===== src/rtl/muldiv_unit_pkg.sv =====
// Shared encodings for the iterative multiply/divide unit.
// The op and state encodings live as defines so that non-package code can
// reuse them; the package wraps them in typed enums for the RTL.
`ifndef MULDIV_UNIT_DEFS_SVH
`define MULDIV_UNIT_DEFS_SVH
`define MD_OP_MUL     3'b000
`define MD_OP_MULH    3'b001
`define MD_OP_MULHSU  3'b010
`define MD_OP_MULHU   3'b011
`define MD_OP_DIV     3'b100
`define MD_OP_DIVU    3'b101
`define MD_OP_REM     3'b110
`define MD_OP_REMU    3'b111
`define MD_ST_IDLE    2'd0
`define MD_ST_BUSY    2'd1
`define MD_ST_DONE    2'd2
`endif

package muldiv_unit_pkg;

  typedef enum logic [2:0] {
    OP_MUL    = `MD_OP_MUL,
    OP_MULH   = `MD_OP_MULH,
    OP_MULHSU = `MD_OP_MULHSU,
    OP_MULHU  = `MD_OP_MULHU,
    OP_DIV    = `MD_OP_DIV,
    OP_DIVU   = `MD_OP_DIVU,
    OP_REM    = `MD_OP_REM,
    OP_REMU   = `MD_OP_REMU
  } md_op_e;

  typedef enum logic [1:0] {
    ST_IDLE = `MD_ST_IDLE,
    ST_BUSY = `MD_ST_BUSY,
    ST_DONE = `MD_ST_DONE
  } md_state_e;

  // rs1 is signed for MUL/MULH/MULHSU and DIV/REM
  function automatic logic op_signed_a(input logic [2:0] op);
    return op[2] ? ~op[0] : (op != OP_MULHU);
  endfunction

  // rs2 is signed for MUL/MULH and DIV/REM
  function automatic logic op_signed_b(input logic [2:0] op);
    return op[2] ? ~op[0] : ~op[1];
  endfunction

endpackage


===== src/rtl/muldiv_unit_step.sv =====
// One radix-2 iteration on unsigned magnitudes.
// Multiply: {hi,lo} is the running product, lo holds the unused multiplier
// bits; add opnd into hi when lo[0] is set, then shift the pair right.
// Divide: {hi,lo} is {partial remainder, dividend/quotient}; shift left one,
// trial-subtract the divisor and keep the result if it did not borrow.
module muldiv_step #(
  parameter int WIDTH = 32
) (
  input  logic             is_div_i,
  input  logic [WIDTH-1:0] hi_i,
  input  logic [WIDTH-1:0] lo_i,
  input  logic [WIDTH-1:0] opnd_i,
  output logic [WIDTH-1:0] hi_o,
  output logic [WIDTH-1:0] lo_o
);

  logic [WIDTH:0] add_sum;
  logic [WIDTH:0] shifted;
  logic [WIDTH:0] sub_diff;

  assign add_sum  = {1'b0, hi_i} + (lo_i[0] ? {1'b0, opnd_i} : '0);
  assign shifted  = {hi_i, lo_i[WIDTH-1]};
  assign sub_diff = shifted - {1'b0, opnd_i};

  // Select the multiply or restoring-divide update for this iteration
  always_comb begin
    hi_o = hi_i;
    lo_o = lo_i;
    if (is_div_i) begin
      // remainder < divisor, so a non-borrowing difference fits WIDTH bits
      if (!sub_diff[WIDTH]) begin
        hi_o = sub_diff[WIDTH-1:0];
        lo_o = {lo_i[WIDTH-2:0], 1'b1};
      end else begin
        hi_o = shifted[WIDTH-1:0];
        lo_o = {lo_i[WIDTH-2:0], 1'b0};
      end
    end else begin
      hi_o = add_sum[WIDTH:1];
      lo_o = {add_sum[0], lo_i[WIDTH-1:1]};
    end
  end

endmodule


===== src/rtl/muldiv_unit.sv =====
// Iterative RV32M-style multiply/divide unit with valid/ready handshakes.
// Normal ops run WIDTH radix-2 iterations on magnitudes and fix the sign at
// the end; divide-by-zero and signed overflow complete immediately.
module muldiv_unit
  import muldiv_unit_pkg::*;
#(
  parameter int WIDTH = 32
) (
  input  logic             clk,
  input  logic             rst,
  input  logic             flush,
  input  logic             in_valid,
  output logic             in_ready,
  input  logic [2:0]       op,
  input  logic [WIDTH-1:0] a,
  input  logic [WIDTH-1:0] b,
  output logic             out_valid,
  input  logic             out_ready,
  output logic [WIDTH-1:0] result,
  output logic             zflag
);

  localparam int CW = $clog2(WIDTH) + 1;
  localparam logic [WIDTH-1:0] MIN_NEG = {1'b1, {(WIDTH-1){1'b0}}};

  md_state_e        state_q;
  logic [CW-1:0]    cnt_q;
  logic [WIDTH-1:0] hi_q, lo_q, opnd_q, result_q;
  logic [2:0]       op_q;
  logic             neg_q, out_valid_q, in_ready_q;

  logic [WIDTH-1:0] step_hi, step_lo;

  // Request decode: operand signs, magnitudes and the short-circuit cases
  logic             sa, sb, div_zero, div_ovf, neg_d;
  logic [WIDTH-1:0] mag_a, mag_b, special_res;

  always_comb begin
    sa          = op_signed_a(op) & a[WIDTH-1];
    sb          = op_signed_b(op) & b[WIDTH-1];
    mag_a       = sa ? -a : a;
    mag_b       = sb ? -b : b;
    // remainder follows the dividend; everything else follows sign xor
    neg_d       = (op == OP_REM) ? sa : (sa ^ sb);
    div_zero    = op[2] && (b == '0);
    div_ovf     = op[2] && !op[0] && (a == MIN_NEG) && (b == '1);
    special_res = '0;
    if (div_zero)     special_res = op[1] ? a : '1;
    else if (div_ovf) special_res = op[1] ? '0 : a;
  end

  muldiv_step #(.WIDTH(WIDTH)) u_step (
    .is_div_i (op_q[2]),
    .hi_i     (hi_q),
    .lo_i     (lo_q),
    .opnd_i   (opnd_q),
    .hi_o     (step_hi),
    .lo_o     (step_lo)
  );

  // Final sign correction and half/quotient/remainder selection
  logic [2*WIDTH-1:0] prod, prod_fix;
  logic [WIDTH-1:0]   dv, dv_fix, fin;

  always_comb begin
    prod     = {step_hi, step_lo};
    prod_fix = neg_q ? -prod : prod;
    dv       = op_q[1] ? step_hi : step_lo;
    dv_fix   = neg_q ? -dv : dv;
    if (op_q[2])              fin = dv_fix;
    else if (op_q[1:0] == '0) fin = prod_fix[WIDTH-1:0];
    else                      fin = prod_fix[2*WIDTH-1:WIDTH];
  end

  // Control FSM with datapath registers; rst beats flush beats handshakes
  always_ff @(posedge clk) begin
    if (rst) begin
      state_q     <= ST_IDLE;
      cnt_q       <= '0;
      hi_q        <= '0;
      lo_q        <= '0;
      opnd_q      <= '0;
      op_q        <= '0;
      neg_q       <= 1'b0;
      result_q    <= '0;
      out_valid_q <= 1'b0;
      in_ready_q  <= 1'b1;
    end else if (flush) begin
      state_q     <= ST_IDLE;
      cnt_q       <= '0;
      result_q    <= '0;
      out_valid_q <= 1'b0;
      in_ready_q  <= 1'b1;
    end else begin
      case (state_q)
        ST_IDLE: begin
          if (in_valid && in_ready_q) begin
            op_q       <= op;
            neg_q      <= neg_d;
            cnt_q      <= '0;
            hi_q       <= '0;
            in_ready_q <= 1'b0;
            // multiply iterates over rs2 bits; divide shifts the dividend out
            lo_q       <= op[2] ? mag_a : mag_b;
            opnd_q     <= op[2] ? mag_b : mag_a;
            if (div_zero || div_ovf) begin
              state_q     <= ST_DONE;
              result_q    <= special_res;
              out_valid_q <= 1'b1;
            end else begin
              state_q     <= ST_BUSY;
            end
          end
        end
        ST_BUSY: begin
          hi_q  <= step_hi;
          lo_q  <= step_lo;
          cnt_q <= cnt_q + CW'(1);
          if (cnt_q == CW'(WIDTH - 1)) begin
            state_q     <= ST_DONE;
            result_q    <= fin;
            out_valid_q <= 1'b1;
          end
        end
        ST_DONE: begin
          if (out_valid_q && out_ready) begin
            state_q     <= ST_IDLE;
            result_q    <= '0;
            out_valid_q <= 1'b0;
            in_ready_q  <= 1'b1;
          end
        end
        default: begin
          state_q     <= ST_IDLE;
          result_q    <= '0;
          out_valid_q <= 1'b0;
          in_ready_q  <= 1'b1;
        end
      endcase
    end
  end

  assign in_ready  = in_ready_q;
  assign out_valid = out_valid_q;
  assign result    = result_q;
  assign zflag     = (result_q == '0);

endmodule

===== config.mk =====
export PLATFORM = sky130hd
export DESIGN_NAME = muldiv_unit
export DESIGN_NICKNAME = d
export VERILOG_FILES = /design/src/rtl/muldiv_unit_pkg.sv /design/src/rtl/muldiv_unit_step.sv /design/src/rtl/muldiv_unit.sv
export SDC_FILE = /design/constraint.sdc
export NUM_CORES = 1
export LEC_CHECK = 0
export BUFFER_PORTS_ARGS = -buffer_cell sky130_fd_sc_hd__buf_2
export CAP_MARGIN = 40
export CORE_ASPECT_RATIO = 1.2
export CORE_MARGIN = 2
export CORE_UTILIZATION = 52
export CTS_CLUSTER_SIZE = 14
export DETAILED_ROUTE_END_ITERATION = 16
export PLACE_DENSITY = 0.67
export SLEW_MARGIN = 10
export SYNTH_ARGS = -nofsm -noshare
export SYNTH_HDL_FRONTEND = slang
export SYNTH_SLANG_ARGS = --single-unit

===== constraint.sdc =====
create_clock -name clk -period 6.9 [get_ports clk]
set_input_delay 0.345 -clock clk [delete_from_list [all_inputs] [get_ports clk]]
set_output_delay 0.345 -clock clk [all_outputs]
set_load 0.03 [all_outputs]

==> metrics.txt <==
worst hold start=op[1]; RSZ-0062 raised after global routing=false; leakage power figure=7.166 nW; final setup skew=~12 ps; final net count=2661; Netlist cell types=97; fin crit share=0.8917; worst-case clock buffer depth=2; power per cell area=158.7 nW/µm²; Filler cells=3318; M1 WL=between 30000 and 40000 µm; # setup viols final=0; chip height=203.5 µm; clk sinks=142; H-tree depth=4; Setup TNS=0 ps; flop-to-flop setup slack=between 700 and 800 ps; row cnt=73; FMAX=0.1625 GHz; Syn Nets=2673; wire length on met2=31240 µm; reg2reg path depth=21; Synth warnings=0; flop and latch count out of synthesis=142; Post-synth EDFFs=0; die width=170.3 µm; Hold Crit Class=primary input to flop; critical path class=flop to flop; wire per inst=~25 µm; Rel. slew slack=0.3714; vias=about 20000; top cell type's share of synthesized area=0.1648; cell taking the most area after synthesis=dfxtp_1; synthesis-to-finish area growth=7.261%; Compound-Gate Fraction of Synth Area=0.3293; Tmin final=6153 ps; DRT iter0 DRCs=2250; Port Buf Inserts=roughly 110; Max Used Layer=met4; Post-DP HPWL=approximately 56000 µm; Worst Tran Pin Value=934.3 ps; most frequent cells in the layout=nand2_1, nor2_1, o21ai_0; CTS tree=yes; peak supply drop=0.0001731 V; MaxCap Viol Count=0; main combinational cell family by area after synthesis=compound AO/OA/AOI/OAI gates; ANT cells=0; max-slew violation count=0; Data required, critical path=7280 ps; Initial Utilization=0.5245; Setup crit start kind=flop; Crit Reg-Reg Startpoint=opnd_q[28]$_SDFFE_PP0P_; initial antenna violation count=0; clk_lat worst skew=about 450 ps; die area=~35000 µm²; Root Driver=clkbuf_16; Reg clk slew, reported paths=approximately 60 ps; Post-CTS Resized=0; Hold Fails Final Rpt=0; Post-Synthesis Cells=2529; Post-Synth XOR/XNOR Area=0.07058; Reg-to-Reg End=result[24]$_SDFFE_PP0P_; Overflow after GRT=0; GPL Wtd Cong=1.036; Hold Path Stages=3; vias in the first global route=18600; Worst Path Arrival=6530 ps; top cells by area, synth=dfxtp_1, nand2_1, nor2_1, o21ai_0, a21oi_1; Detail Route Antenna Nets=0; Hold Slack=229.1 ps; All-Layer GR Usage=0.4139; cts hold-fix bufs=0; post-synthesis adder-cell area fraction=0.05310; synthesized cell area=17250 µm²; simple-gate share of the synthesized area=0.2632; met3 routed WL=between 6000 and 7000 µm; proportion of synthesized area in mux cells=0.06210; setup bufs post-CTS=0; drt drc=0; first-pass GRT wire length=110400 µm; IO Pins=107; hold path endpoint=op_q[1]$_SDFFE_PP0P_; crit end category=flop; Post-synth top flop=dfxtp_1; commonest non-fill, non-tap cell in the layout=nand2_1; core area=32880 µm²; layout cells sized above 1=0.1017; CTS Buf Count=17; Seq/Total Area, Yosys=0.1648; largest net degree at the start of global routing=between 90 and 100; status=finished clean; drt first pass iters=6; syn avg cell area=between 6 and 7 µm²; Max FO, Critical Path=9; vias per cell=6.874; WL final=roughly 72000 µm; FFs w/ async S/R, synth=0
[Yosys cell counts (all sizes together) (18+ instances only)]
cell type	number
nand2	298
nor2	285
o21ai	203
a21oi	197
dfxtp	142
clkbuf	139
o211ai	91
nor3	78
mux2i	77
xor2	72
ha	70
inv	70
xnor2	67
nand3	45
a211oi	42
nor4	42
a22oi	41
buf	41
nand4	38
o31ai	38
a31oi	36
or3	28
a21o	26
mux2	26
nand2b	24
and2	22
o21a	19
or4	19
and3	18
[flip-flops by register name, summed over array words and instances, names as in the netlist]
register,cells
hi_q,32
lo_q,32
opnd_q,32
result,32
cnt_q,6
op_q,3
state_q,2
in_ready,1
neg_q,1
out_valid,1
[kinds of logic (layout without fill, tap and decap cells)]
family / Yosys count / after routing
and+or+nand+nor: 960 / 960
adders and majority gates: 72 / 72
AOI/OAI and AO/OA: 861 / 861
muxes: 103 / 103
buffers and inverters: 252 / 249
xor gates and xnor gates: 139 / 139
DFF: 142 / 142
[routing by layer]
metal,up-vias,track usage
li1,9372,-
met1,9592,0.5573
met2,1069,0.6328
met3,163,0.08228
met4,0,0.1963
met5,-,0
[critical path, cell delays in order (launching register included)]
cell and delay [ps]:
dfxtp_1 340, inv_1 60, ha_1 430, nand4_2 190, nor4_4 490, a22oi_1 260, a21boi_1 460, a211oi_4 70
nand2_1 170, a21boi_0 480, ha_1 350, nor3b_1 490, nand4b_1 230, nor2_1 130, mux2i_1 90, a21oi_1 290
nand3_1 300, or2_2 420, o21ai_0 210, xor2_1 100, a221o_1 370, a31oi_1 150
[worst max path at each step]
| stage | from | to | slack [ps] | cells past startpoint |
|---|---|---|---|---|
| 2_1_floorplan | lo_q[31]$_SDFFE_PP0P_ | result[26]$_SDFFE_PP0P_ | 1110 | 25 |
| 3_3_place_gp | lo_q[0]$_SDFFE_PP0P_ | result[31]$_SDFFE_PP0P_ | 1000 | 16 |
| 3_5_place_dp | opnd_q[28]$_SDFFE_PP0P_ | result[24]$_SDFFE_PP0P_ | 880 | 21 |
| 4_1_cts | opnd_q[28]$_SDFFE_PP0P_ | result[24]$_SDFFE_PP0P_ | 860 | 21 |
| 5_1_grt | opnd_q[28]$_SDFFE_PP0P_ | result[24]$_SDFFE_PP0P_ | 370 | 21 |
| 6_report | opnd_q[28]$_SDFFE_PP0P_ | result[24]$_SDFFE_PP0P_ | 750 | 21 |
[through the flow]
| stage | instance area, µm² | instances | total power, mW | utilization | worst slack, ps |
|---|---|---|---|---|---|
| floorplan | 17250 | 2529 | 1.688 | - | 1112 |
| global placement | 17930 | 2905 | 2.029 | 0.5453 | 1002 |
| detailed placement | 17990 | 2910 | 2.041 | 0.5471 | 878.5 |
| CTS | 18500 | 2938 | 2.897 | 0.5626 | 862.3 |
| global route | 18500 | 2938 | 3.058 | 0.5626 | 365.3 |
| finish | 18500 | 2938 | 2.935 | 0.5626 | 747.0 |
[area by class of cell]
cell class / instances / area, µm² / share of cell area
multi-input cells: 2135 / 13480 / 0.7285
flip-flops and latches: 142 / 2849 / 0.1540
repair buffers: 149 / 878.3 / 0.04748
well taps: 412 / 515.5 / 0.02786
clock buffers: 21 / 440.4 / 0.02381
inverters: 72 / 270.3 / 0.01461
clock inverters: 7 / 70.07 / 0.003787
[where the power goes]
part / switching [mW] / leakage (nW) / internal [mW]
logic: 0.785 / 5.76 / 0.386
clock network: 0.379 / 0.248 / 0.486
registers: 0.0472 / 1.16 / 0.852
total: 1.21 / 7.17 / 1.72
Note: power is estimated with default switching activity, not from simulation.
